<file path="src/rtl/fetch_pair_buffer.sv">
// rtl/fetch_pair_buffer.sv - instruction-pair FIFO between fetch and dual-issue decode
//
// Purpose:
//   Holds aligned instruction pairs, with their per-slot prediction bits and
//   pair PC, between fetch and decode. The oldest pair is presented
//   first-word-fall-through. Slot 1 is squashed on write when slot 0 is
//   predicted taken. A flush drops all buffered pairs.
//
// Optional feature (macro FETCH_PAIR_BUFFER_BYPASS_EN):
//   When the buffer is empty, an incoming pair is presented to decode in the
//   same cycle. If decode takes it, the pair is never written.
//
// Ports:
//   clk_i, rst_i            clock, synchronous active-high reset
//   fetch_valid_i           fetch offers a pair
//   fetch_pc_i              PC of slot 0 (slot 1 is PC+4)
//   fetch_inst0_i/1_i       slot instructions
//   fetch_pred_taken_0/1_i  slot predictions
//   fetch_ready_o           buffer can accept a pair
//   flush_i                 discard all entries and the offered pair
//   decode_stall_i          decode cannot consume the head pair
//   valid_o, pc_o, inst0_o, inst1_o, pred_taken_0_o, pred_taken_1_o
//                           head pair
//   count_o                 occupancy
module fetch_pair_buffer #(
    parameter int          DEPTH    = 4,
    parameter logic [31:0] NOP_INST = 32'h00000013
) (
    input  logic                       clk_i,
    input  logic                       rst_i,
    input  logic                       fetch_valid_i,
    input  logic [31:0]                fetch_pc_i,
    input  logic [31:0]                fetch_inst0_i,
    input  logic [31:0]                fetch_inst1_i,
    input  logic                       fetch_pred_taken_0_i,
    input  logic                       fetch_pred_taken_1_i,
    output logic                       fetch_ready_o,
    input  logic                       flush_i,
    input  logic                       decode_stall_i,
    output logic                       valid_o,
    output logic [31:0]                pc_o,
    output logic [31:0]                inst0_o,
    output logic [31:0]                inst1_o,
    output logic                       pred_taken_0_o,
    output logic                       pred_taken_1_o,
    output logic [$clog2(DEPTH):0]     count_o
);

    localparam int AW = $clog2(DEPTH);
    localparam int CW = AW + 1;

    // Pair storage; contents are don't-care until written.
    logic [31:0] pc_mem    [DEPTH];
    logic [31:0] inst0_mem [DEPTH];
    logic [31:0] inst1_mem [DEPTH];
    logic        pred0_mem [DEPTH];
    logic        pred1_mem [DEPTH];

    logic [AW-1:0] rd_ptr_q, rd_ptr_d;
    logic [AW-1:0] wr_ptr_q, wr_ptr_d;
    logic [CW-1:0] count_q,  count_d;

    logic [31:0] in_inst1;
    logic        in_pred1;
    logic        bypass;
    logic        push;
    logic        pop;

    // Incoming pair after squash: a taken slot 0 kills slot 1.
    always_comb begin
        in_inst1 = fetch_pred_taken_0_i ? NOP_INST : fetch_inst1_i;
        in_pred1 = fetch_pred_taken_0_i ? 1'b0     : fetch_pred_taken_1_i;
    end

    always_comb begin
        fetch_ready_o = (count_q < CW'(DEPTH));
`ifdef FETCH_PAIR_BUFFER_BYPASS_EN
        bypass = (count_q == '0) && fetch_valid_i && !flush_i;
`else
        bypass = 1'b0;
`endif
        // A bypassed pair that decode takes immediately is never stored.
        push = fetch_valid_i && fetch_ready_o && !flush_i && !(bypass && !decode_stall_i);
        pop  = (count_q != '0) && !decode_stall_i && !flush_i;
    end

    // Head outputs: bypass path, stored head, or NOP when empty.
    always_comb begin
        valid_o = (count_q != '0) || bypass;
        count_o = count_q;
        if (bypass) begin
            pc_o           = fetch_pc_i;
            inst0_o        = fetch_inst0_i;
            inst1_o        = in_inst1;
            pred_taken_0_o = fetch_pred_taken_0_i;
            pred_taken_1_o = in_pred1;
        end else if (count_q != '0) begin
            pc_o           = pc_mem[rd_ptr_q];
            inst0_o        = inst0_mem[rd_ptr_q];
            inst1_o        = inst1_mem[rd_ptr_q];
            pred_taken_0_o = pred0_mem[rd_ptr_q];
            pred_taken_1_o = pred1_mem[rd_ptr_q];
        end else begin
            pc_o           = 32'h0;
            inst0_o        = NOP_INST;
            inst1_o        = NOP_INST;
            pred_taken_0_o = 1'b0;
            pred_taken_1_o = 1'b0;
        end
    end

    // Next-state: flush dominates; pointers wrap naturally (DEPTH is a power of two).
    always_comb begin
        rd_ptr_d = rd_ptr_q;
        wr_ptr_d = wr_ptr_q;
        count_d  = count_q;
        if (flush_i) begin
            rd_ptr_d = '0;
            wr_ptr_d = '0;
            count_d  = '0;
        end else begin
            if (push) begin
                wr_ptr_d = wr_ptr_q + AW'(1);
            end
            if (pop) begin
                rd_ptr_d = rd_ptr_q + AW'(1);
            end
            case ({push, pop})
                2'b10:   count_d = count_q + CW'(1);
                2'b01:   count_d = count_q - CW'(1);
                default: count_d = count_q;
            endcase
        end
    end

    always_ff @(posedge clk_i) begin
        if (rst_i) begin
            rd_ptr_q <= '0;
            wr_ptr_q <= '0;
            count_q  <= '0;
        end else begin
            rd_ptr_q <= rd_ptr_d;
            wr_ptr_q <= wr_ptr_d;
            count_q  <= count_d;
        end
    end

    always_ff @(posedge clk_i) begin
        if (push) begin
            pc_mem[wr_ptr_q]    <= fetch_pc_i;
            inst0_mem[wr_ptr_q] <= fetch_inst0_i;
            inst1_mem[wr_ptr_q] <= in_inst1;
            pred0_mem[wr_ptr_q] <= fetch_pred_taken_0_i;
            pred1_mem[wr_ptr_q] <= in_pred1;
        end
    end

endmodule

</file>
<file path="config.mk">
export PLATFORM = sky130hd
export DESIGN_NAME = fetch_pair_buffer
export DESIGN_NICKNAME = d
export VERILOG_FILES = /design/src/rtl/fetch_pair_buffer.sv
export SDC_FILE = /design/constraint.sdc
export NUM_CORES = 1
export LEC_CHECK = 0
export ABC_AREA = 1
export CAP_MARGIN = 20
export CORE_UTILIZATION = 55
export CTS_CLUSTER_SIZE = 20
export DETAILED_ROUTE_END_ITERATION = 12
export PLACE_DENSITY = 0.8
export REMOVE_ABC_BUFFERS = 1
export SYNTH_ARGS = -nofsm -noshare
export SYNTH_HDL_FRONTEND = slang
export SYNTH_SLANG_ARGS = --single-unit
</file>
<file path="constraint.sdc">
create_clock -name clk_i -period 6.2 [get_ports clk_i]
set_input_delay 0.62 -clock clk_i [delete_from_list [all_inputs] [get_ports clk_i]]
set_output_delay 0.62 -clock clk_i [all_outputs]
set_load 0.05 [all_outputs]
</file>
---- Word level (Yosys, flattened, before mapping) ----
Memory sizes are Yosys's and may differ from the RTL's. A register that Yosys moved wholly into a read port is not among the register bits.
Index checks and enable logic that the tools add are counted.
word-level totals
  flip-flop bits (word level) ............. 7
  memory bits (writable) .................. 392
  bits of input ports ..................... 103
  output and inout port bits .............. 103
  word-level logic and storage cells ...... 44
  memories kept ........................... 5
operators by class
  add/sub/neg operators ................... 4
  $lt $le $gt $ge ......................... 1
  equality and inequality tests ........... 2
  muxes and demuxes ....................... 20
  reduce and logical (&&, ||, !) cells .... 9
memory list
  memory     depth  bits a word  read ports  clocked after Yosys merged registers in  write ports  RTL line  source
  inst0_mem  4      32           1           1                                        1            54        logic [31:0] inst0_mem [DEPTH];
  inst1_mem  4      32           1           1                                        1            55        logic [31:0] inst1_mem [DEPTH];
  pc_mem     4      32           1           1                                        1            53        logic [31:0] pc_mem [DEPTH];
  pred0_mem  4      1            1           1                                        1            56        logic pred0_mem [DEPTH];
  pred1_mem  4      1            1           1                                        1            57        logic pred1_mem [DEPTH];
operators with widths
  cell                   number
  $mux W32               4
  $mux W2                10
  $pmux W3 S2            1
  $mux W1                5
  $add A2 B1 Y2 const B  2
  $logic_and A1 B1 Y1    4
  $add A3 B1 Y3 const B  1
  $lt A3 B3 Y1 const B   1
  $reduce_bool A3 Y1     1
  $sub A3 B1 Y3 const B  1
  $eq A2 B1 Y1 const B   1
  $eq A2 B2 Y1 const B   1
  $logic_not A1 Y1       2
  $reduce_bool A2 Y1     1
  $reduce_or A2 Y1       1

---- Depth between registers and ports, before layout ----
Gate-level depths: netlist of run 1.
  depth after elaboration ................. 5
  depth in mapped cells ................... 14
  mapped depth without buffers ............ 13

---- Worst setup path before layout of run 1 ----
OpenSTA, ideal clock, no wires.
  path type ............................... input to register
  from .................................... input flush_i
  to ...................................... memory inst0_mem[0][0], enable pin
  arrival ................................. 4.964 ns
  required time ........................... 5.644 ns
  setup slack ............................. 0.680 ns
  stages .................................. 3
  buffers on the path ..................... 0
  cells stage by stage .................... nor2_1 > nand2_1 > nor2_1
between the ends
  cells in the longest elaborated chain, start to end .. 4
ends and longest elaborated chain
  what                           RTL line  source
  start, declared                38        input logic flush_i,
  $logic_not A1 Y1               83        push = fetch_valid_i && fetch_ready_o && !flush_i && !(bypass && !decode_stall_i);
  $logic_and A1 B1 Y1            83
  $mux W1                        149       if (push) begin
  $mux W1 (implied by the code)  151       inst0_mem[wr_ptr_q] <= fetch_inst0_i;
  end, declared                  54
No other way between the ends.

---- Worst setup path after layout of run 1 ----
  from .................................... register count_q[0], in the netlist count_o[0]
  to ...................................... output pc_o[22]
between the ends
  cells in the longest elaborated chain, start to end .. 2
ends and longest elaborated chain
  what                    RTL line  source
  start, declared         61        logic [CW-1:0] count_q, count_d;
  start signal, assigned  144       count_q <= count_d;
  $reduce_bool A3 Y1      97        end else if (count_q != '0) begin
  $mux W32                97
  end, declared           41        output logic [31:0] pc_o,
No other way between the ends.

==> results by group, run 1 <==
Outcome
  • Outcome: finished, final reports clean

Placement
  • DP Worst Slack: 2.405 ns
  • IO buf count: 205
  • Placed instance area: 18140 um^2
  • Post-DP HPWL: 19.70 mm
  • Placed Cells: 1807
  • Final GP Congestion: 0.7790

Power and ir drop
  • Combinational Power Share: 0.075
  • Internal power: 4420 uW
  • Worst vdd ir: 175.1 uV
  • Net Sw Power: 1210 uW
  • Sw Share: 0.2149
  • Clock Power Share: 0.386
  • Pwr dens: 291.1 nW/um^2
  • Sequential share of power: 0.539
  • Leak: 0.006606 uW

Layout
  • Commonest non-fill, non-tap cell in the layout: nor2_1
  • Area Overhead vs Synth: 21.94%
  • Area occupied by multi-input gates: 3341 um^2
  • Fillers: 1948
  • Most frequent cells in the layout: nor2_1 (407), edfxtp_1 (392), clkdlybuf4s50_1 (205)
  • Final net count: 1580
  • Reg area: 11960 um^2
  • Design area: 19340 um^2
  • Final core utilization: 0.6885
  • Number of cells in the finished layout apart from fillers: 1878
  • Fraction of layout cells with a size suffix above 1: 0.04803

Floorplanning
  • DIE AREA: 29520 um^2
  • Die Ht: 171.8 um
  • IO Pins: 206
  • Std cell rows: 61
  • Starting Density: 0.5646
  • Die width: 171.8 um
  • Core area: 28090 um^2

Clocking
  • Num Clock Sinks: 401
  • Clk pin slew, worst setup/hold paths: 0.06 ns
  • CTS Root Cell: clkbuf_16
  • Number of H-tree levels: 2
  • CTS resizes: 0
  • Max Buffers Root-to-Sink: 3
  • Post-CTS Repair Setup Buffers: 0
  • Clock Latency Late Sink: 0.52 ns
  • Hold-fix buffers at CTS: 0
  • CTS tree: built
  • Num CTS Buffers: 39

Setup path
  • CP endpoint kind: primary output
  • Critical Path Slowest Stage Cell: clkdlybuf4s50_1
  • Reg2Reg Depth: 4
  • Worst flop-to-flop path endpoint: pc_mem[3][15]
  • Critical R2R Launch: count_o[2]
  • Worst-path cell chain: nor2_1 -> nand2_1 -> clkinv_2 -> buf_4 -> a21oi_1 -> clkdlybuf4s50_1
  • Req. time, crit path: 5.58 ns
  • Crit path largest cell delay: 0.84 ns
  • CP max FO: 55
  • CP arrival: 3.76 ns
  • R2r setup slk: 3.58 ns
  • Critical path class: reg2out
  • Crit start category: flip-flop

Logic synthesis
  • EDFF count, synth: 392
  • Largest family of logic cells by synthesized area: simple AND/OR/NAND/NOR gates
  • Xor/xnor cell area share of the yosys netlist: 0
  • Asr flop ratio synth: 0
  • Distinct cell type count after synthesis: 20
  • Post-synth top area share: 0.7422
  • Mux contribution to synthesized area: 0
  • Leading area contributor after synthesis: edfxtp_1
  • Synthesized flop and latch total: 401
  • Synth Cell Area: 15860 um^2
  • Compound-gate portion of the synthesized area: 0.09562
  • Register area share after synthesis: 0.7536
  • Synth warnings: 0
  • Adder-Cell Fraction of Synth Area: 0.005207
  • Syn Area/Cell: 12.29 um^2
  • Cells after Synth: 1290
  • Synth area leaders: edfxtp_1 (74%), nor2_1 (9.7%), a21oi_1 (3.4%)
  • Simple-gate share of the synthesized area: 0.1079
  • Commonest register cell after synthesis: edfxtp_1

Global routing
  • GRT Total Usage: 0.2380
  • Initial antenna violation count: 1
  • First-pass GRT wire length: 53.14 mm
  • Grt ovf: 0
  • Largest net degree at the start of global routing: 152
  • Vias in the first global route: 9964

Detailed routing
  • 1st-iter DRT viols: 1048
  • First-pass detailed-route iteration total: 5
  • Via count: 10410
  • Wirelength, routed: 35.11 mm
  • Via density: 5.543
  • Wirelength per Cell: 18.69 um
  • ANT nets after route: 0
  • Residual DRC count: 0

Timing
  • Final Slew Violations: 0
  • Max Clock Freq: 228.3 MHz
  • Worst-Margin Slew: 1.098 ns
  • Final worst path period share: 0.7064
  • Final setup violation count: 0
  • Min Tclk post-route: 4.380 ns
  • Post-route clock skew: 0.01354 ns
  • Fin. Hold Viols: 0
  • Final WS setup: 1.820 ns
  • RSZ-0062 raised after global routing: false
  • Worst slew margin: 0.2683

Worst hold path
  • Worst Hold Path Cells: 2
  • Hold WC Path Type: reg2reg
  • HP Start: rd_ptr_q[1]

Flow run
  • Max-cap violations: 0
-- sequential cells by signal, indices dropped and copies added (netlist names), named ones only --
name / cells
inst0_mem: 128
inst1_mem: 128
pc_mem: 128
pred0_mem: 4
pred1_mem: 4
count_o: 3
rd_ptr_q: 2
wr_ptr_q: 2
-- how the worst max path moves through the flow --
| stage | depth (start not counted) | endpoint | start | slack (ns) |
|---|---|---|---|---|
| 2_1_floorplan | 3 | inst0_o[0] | flip-flop | -0.45 |
| 3_3_place_gp | 6 | inst0_o[13] | count_o[0] | 2.47 |
| 3_5_place_dp | 6 | inst0_o[19] | count_o[0] | 2.40 |
| 4_1_cts | 6 | inst0_o[19] | count_o[0] | 1.85 |
| 5_1_grt | 6 | pc_o[13] | count_o[0] | 1.63 |
| 6_report | 6 | pc_o[22] | count_o[0] | 1.82 |
-- cell families after synthesis --
family	Yosys count
buf+inv	127
simple gates	453
fa+ha+maj	6
flops	401
compound gates	303
-- synthesized netlist by cell type (all sizes together) (3+ instances only) --
master	instances
clkbuf	35
o21ai	194
ha	5
a21oi	109
nand3	3
inv	49
or2	3
nand2	36
dfxtp	9
edfxtp	392
nor2	411
buf	43
-- power groups by stage --
stage               Clock [uW]  Combinational (uW)  Sequential (uW)
floorplan                    0                 215             3100
global placement             0                 411             3090
detailed placement           0                 419             3090
CTS                       2200                 422             3040
global route              2310                 448             3040
finish                    2170                 422             3040
-- critical path: cells and delay by family, from the launching register on --
family / cells / cell delay, ns
AOI/OAI and AO/OA: 1 / 0.21
buffers and inverters: 3 / 2.25
DFF: 1 / 0.40
and+or+nand+nor: 2 / 0.35
-- per-stage QoR --
| step | hold WS [ns] | total power [uW] | setup TNS (ns) |
|---|---|---|---|
| after floorplan | 0.4597 | 3318 | -31.15 |
| final | 0.4904 | 5630 | 0 |
| after global routing | 0.5278 | 5794 | 0 |
| after CTS | 0.4925 | 5654 | 0 |
| after global placement | 0.4653 | 3502 | 0 |
| after detailed placement | 0.4831 | 3512 | 0 |
-- metal layers --
| layer | wire length [um] | GRT usage | vias to the layer above |
|---|---|---|---|
| met5 | 0 | 0 | - |
| met2 | 17310 | 0.3964 | 456 |
| met4 | 727 | 0.07426 | 0 |
| li1 | - | - | 4868 |
| met1 | 14520 | 0.3279 | 5035 |
| met3 | 2546 | 0.03175 | 51 |
-- cell type report --
class,instances,area share
sequential,401,0.6184
multi-input combinational,762,0.1727
timing repair buffer,218,0.1141
clock buffer,55,0.05577
tap,378,0.02446
inverter,49,0.009964
clock inverter,14,0.004400
antenna,1,0.0001294
No activity file was read; power rests on OpenSTA's default activity.
==> run 2: changes to the inputs <==
--- a/config.mk
+++ b/config.mk
@@ -7,10 +7,10 @@
 export LEC_CHECK = 0
 export ABC_AREA = 1
 export CAP_MARGIN = 20
-export CORE_UTILIZATION = 55
+export CORE_UTILIZATION = 50
 export CTS_CLUSTER_SIZE = 20
 export DETAILED_ROUTE_END_ITERATION = 12
-export PLACE_DENSITY = 0.8
+export PLACE_DENSITY = 0.76
 export REMOVE_ABC_BUFFERS = 1
 export SYNTH_ARGS = -nofsm -noshare
 export SYNTH_HDL_FRONTEND = slang
==> constraint.sdc (replaced) <==
create_clock -name clk_i -period 3.9 [get_ports clk_i]
set_input_delay 0.39 -clock clk_i [delete_from_list [all_inputs] [get_ports clk_i]]
set_output_delay 0.39 -clock clk_i [all_outputs]
set_load 0.05 [all_outputs]
==> run 2 against run 1 <==
  * Power up 63%
  * First-iteration DRC count down 5.5%
  * Die area up 9.9%
  * Critical endpoint is now inst1_o[20]
  * Clock skew down 0.0026 ns
  * Clock-buffer cell count down 5
  * Non-clock buffer count up 7
  * Via count down 2.3%
  * Design area up 1.4%
  * Wire length down 1.9%
  * Critical path depth unchanged
  * Cell count up 1.5%
==> results by group, run 2 (synthesis results as in run 1) <==
Outcome
  • Outcome: finished, final reports clean

Global routing
  • Largest net degree at the start of global routing: 100 (-34%)
  • First-pass GRT wire length: 54.85 mm (+3.2%)
  • Initial antenna violation count: 1 (unchanged)
  • Vias in the first global route: 10200 (+2.4%)
  • Grt ovf: 0 (unchanged)
  • GRT Total Usage: 0.2155 (-0.02250)

Layout
  • Design area: 19610 um^2 (+1.4%)
  • Reg area: 11960 um^2 (unchanged)
  • Fraction of layout cells with a size suffix above 1: 0.06023 (+0.01219)
  • Commonest non-fill, non-tap cell in the layout: nor2_1
  • Largest regs: inst0_mem (128), inst1_mem (128), pc_mem (128)
  • Final net count: 1589 (+0.57%)
  • Most frequent cells in the layout: nor2_1 (407), edfxtp_1 (392), clkdlybuf4s50_1 (204)
  • Fillers: 2273 (+17%)
  • Area occupied by multi-input gates: 3341 um^2 (unchanged)
  • Area Overhead vs Synth: 23.64%
  • # diodes: 0 (-1)

Timing
  • Setup TNS: 0 ns (unchanged)
  • Final worst path period share: 0.9430
  • Fin. Hold Viols: 0 (unchanged)
  • RSZ-0062 raised after global routing: false
  • Post-route clock skew: 0.01097 ns (-0.002562 ns)
  • Hold_ws: 0.4913 ns (+0.0009390 ns)
  • Final setup violation count: 0 (unchanged)
  • Min Tclk post-route: 3.678 ns
  • Final Slew Violations: 0 (unchanged)
  • Worst slew margin: 0.4230 (+0.1547)
  • Worst-Margin Slew: 0.8655 ns (-0.2320 ns)
  • Max Clock Freq: 271.9 MHz

Clocking
  • Clock Latency Late Sink: 0.52 ns (about the same)
  • CTS Root Cell: clkbuf_16
  • CTS tree: built
  • CTS resizes: 0 (unchanged)
  • Num CTS Buffers: 41 (+5.1%)
  • Clk pin slew, worst setup/hold paths: 0.06 ns (about the same)
  • Num Clock Sinks: 401 (unchanged)
  • Post-CTS Repair Setup Buffers: 0 (unchanged)
  • Number of H-tree levels: 2 (unchanged)
  • Max Buffers Root-to-Sink: 3 (unchanged)
  • Hold-fix buffers at CTS: 0 (unchanged)

Setup path
  • Critical R2R Launch: count_o[2]
  • R2r setup slk: 1.85 ns (-1.73 ns)
  • CP endpoint kind: primary output
  • Critical path class: reg2out
  • Req. time, crit path: 3.51 ns (-2.07 ns)
  • Worst flop-to-flop path endpoint: pc_mem[1][21]
  • CP max FO: 56 (+1.8%)
  • Crit start category: flip-flop
  • Reg2Reg Depth: 4 (unchanged)
  • CP arrival: 3.29 ns (-0.47 ns)

Power and ir drop
  • Internal power: 7151 uW (+62%)
  • Pwr dens: 466.8 nW/um^2 (+60%)
  • Total power: 9152 uW (+63%)
  • Leak: 0.006732 uW (+1.9%)
  • Sequential share of power: 0.527 (-0.012)
  • Net Sw Power: 2002 uW (+65%)
  • Clock Power Share: 0.399 (+0.013)
  • Sw Share: 0.2187 (+0.003819)
  • Worst vdd ir: 377.2 uV (+120%)
  • Combinational Power Share: 0.073 (-0.002)

Detailed routing
  • First-pass detailed-route iteration total: 5 (unchanged)
  • Via count: 10175 (-2.3%)
  • ANT nets after route: 0 (unchanged)
  • Residual DRC count: 0 (unchanged)
  • Wirelength, routed: 34.44 mm (-1.9%)
  • Wirelength per Cell: 18.06 um (-3.4%)
  • 1st-iter DRT viols: 990 (-5.5%)
  • Via density: 5.336 (-3.7%)

Placement
  • Post-DP HPWL: 19.01 mm (-3.5%)
  • Final GP Congestion: 0.7443 (-4.5%)
  • IO buf count: 205 (unchanged)
  • Placed instance area: 18350 um^2 (+1.1%)

Floorplanning
  • IO Pins: 206 (unchanged)
  • Starting Density: 0.5131 (-0.05156)
  • Std cell rows: 64 (+4.9%)
  • Die width: 180.1 um (+4.8%)
  • Die Ht: 180.1 um (+4.8%)
  • DIE AREA: 32430 um^2 (+9.9%)
  • Core area: 30910 um^2 (+10%)

Worst hold path
  • Worst Hold Path Cells: 1 (-1)
  • Hold WC Path Type: in2reg
  • HP Start: fetch_inst0_i[20]
  • Hold endpoint: inst0_mem[1][20]

Flow run
  • Max-cap violations: 0 (unchanged)
## run 2: worst max path at each step
stage / endpoint / slack, ns / cells after the start
2_1_floorplan: inst0_o[0] / -2.52 / 3
3_3_place_gp: pred_taken_0_o / 0.81 / 6
3_5_place_dp: inst1_o[20] / 0.79 / 6
4_1_cts: inst1_o[20] / 0.22 / 6
5_1_grt: pred_taken_0_o / 0.02 / 6
6_report: inst1_o[20] / 0.22 / 6
## run 2: area by class of cell
type,instances,share of cell area
Timing Repair Buffer,225,0.1203
Clock buffer,50,0.05724
Tap cell,396,0.02527
Inverter,49,0.009827
Multi-Input combinational cell,762,0.1704
Clock inverter,24,0.007019
Sequential cell,401,0.6099
## run 2: worst max-delay path, cell delays in order (launching register included)
cell             delay, ns
dfxtp_4               0.67
buf_4                 0.60
nor2_1                0.11
nor2_1                0.12
o21ai_0               0.09
a21oi_1               0.28
clkdlybuf4s50_1       0.85
## run 2: power groups by stage
stage	combinational, uW	sequential (uW)	clock, uW
2_1_floorplan	342	4930	0
3_3_place_gp	663	4910	0
3_5_place_dp	672	4920	0
4_1_cts	676	4830	3720
5_1_grt	720	4830	3900
6_report	671	4830	3660
## run 2: metal layers
metal  global-route usage  part of all wire  up-vias
met2               0.3645              0.49      316
met5                    0           0.00032        -
met1               0.2861              0.42     4923
met4              0.05949             0.019        2
met3              0.04184             0.063       53
li1                     -                 -     4881
## run 2: through the flow
step / cells / utilization / setup WS (ns)
5_1_grt: 1907 / 0.6344 / 0.01974
4_1_cts: 1907 / 0.6344 / 0.2200
3_5_place_dp: 1833 / 0.5936 / 0.7939
2_1_floorplan: 1212 / - / -2.520
6_report: 1907 / 0.6344 / 0.2221
3_3_place_gp: 1833 / 0.5936 / 0.8127
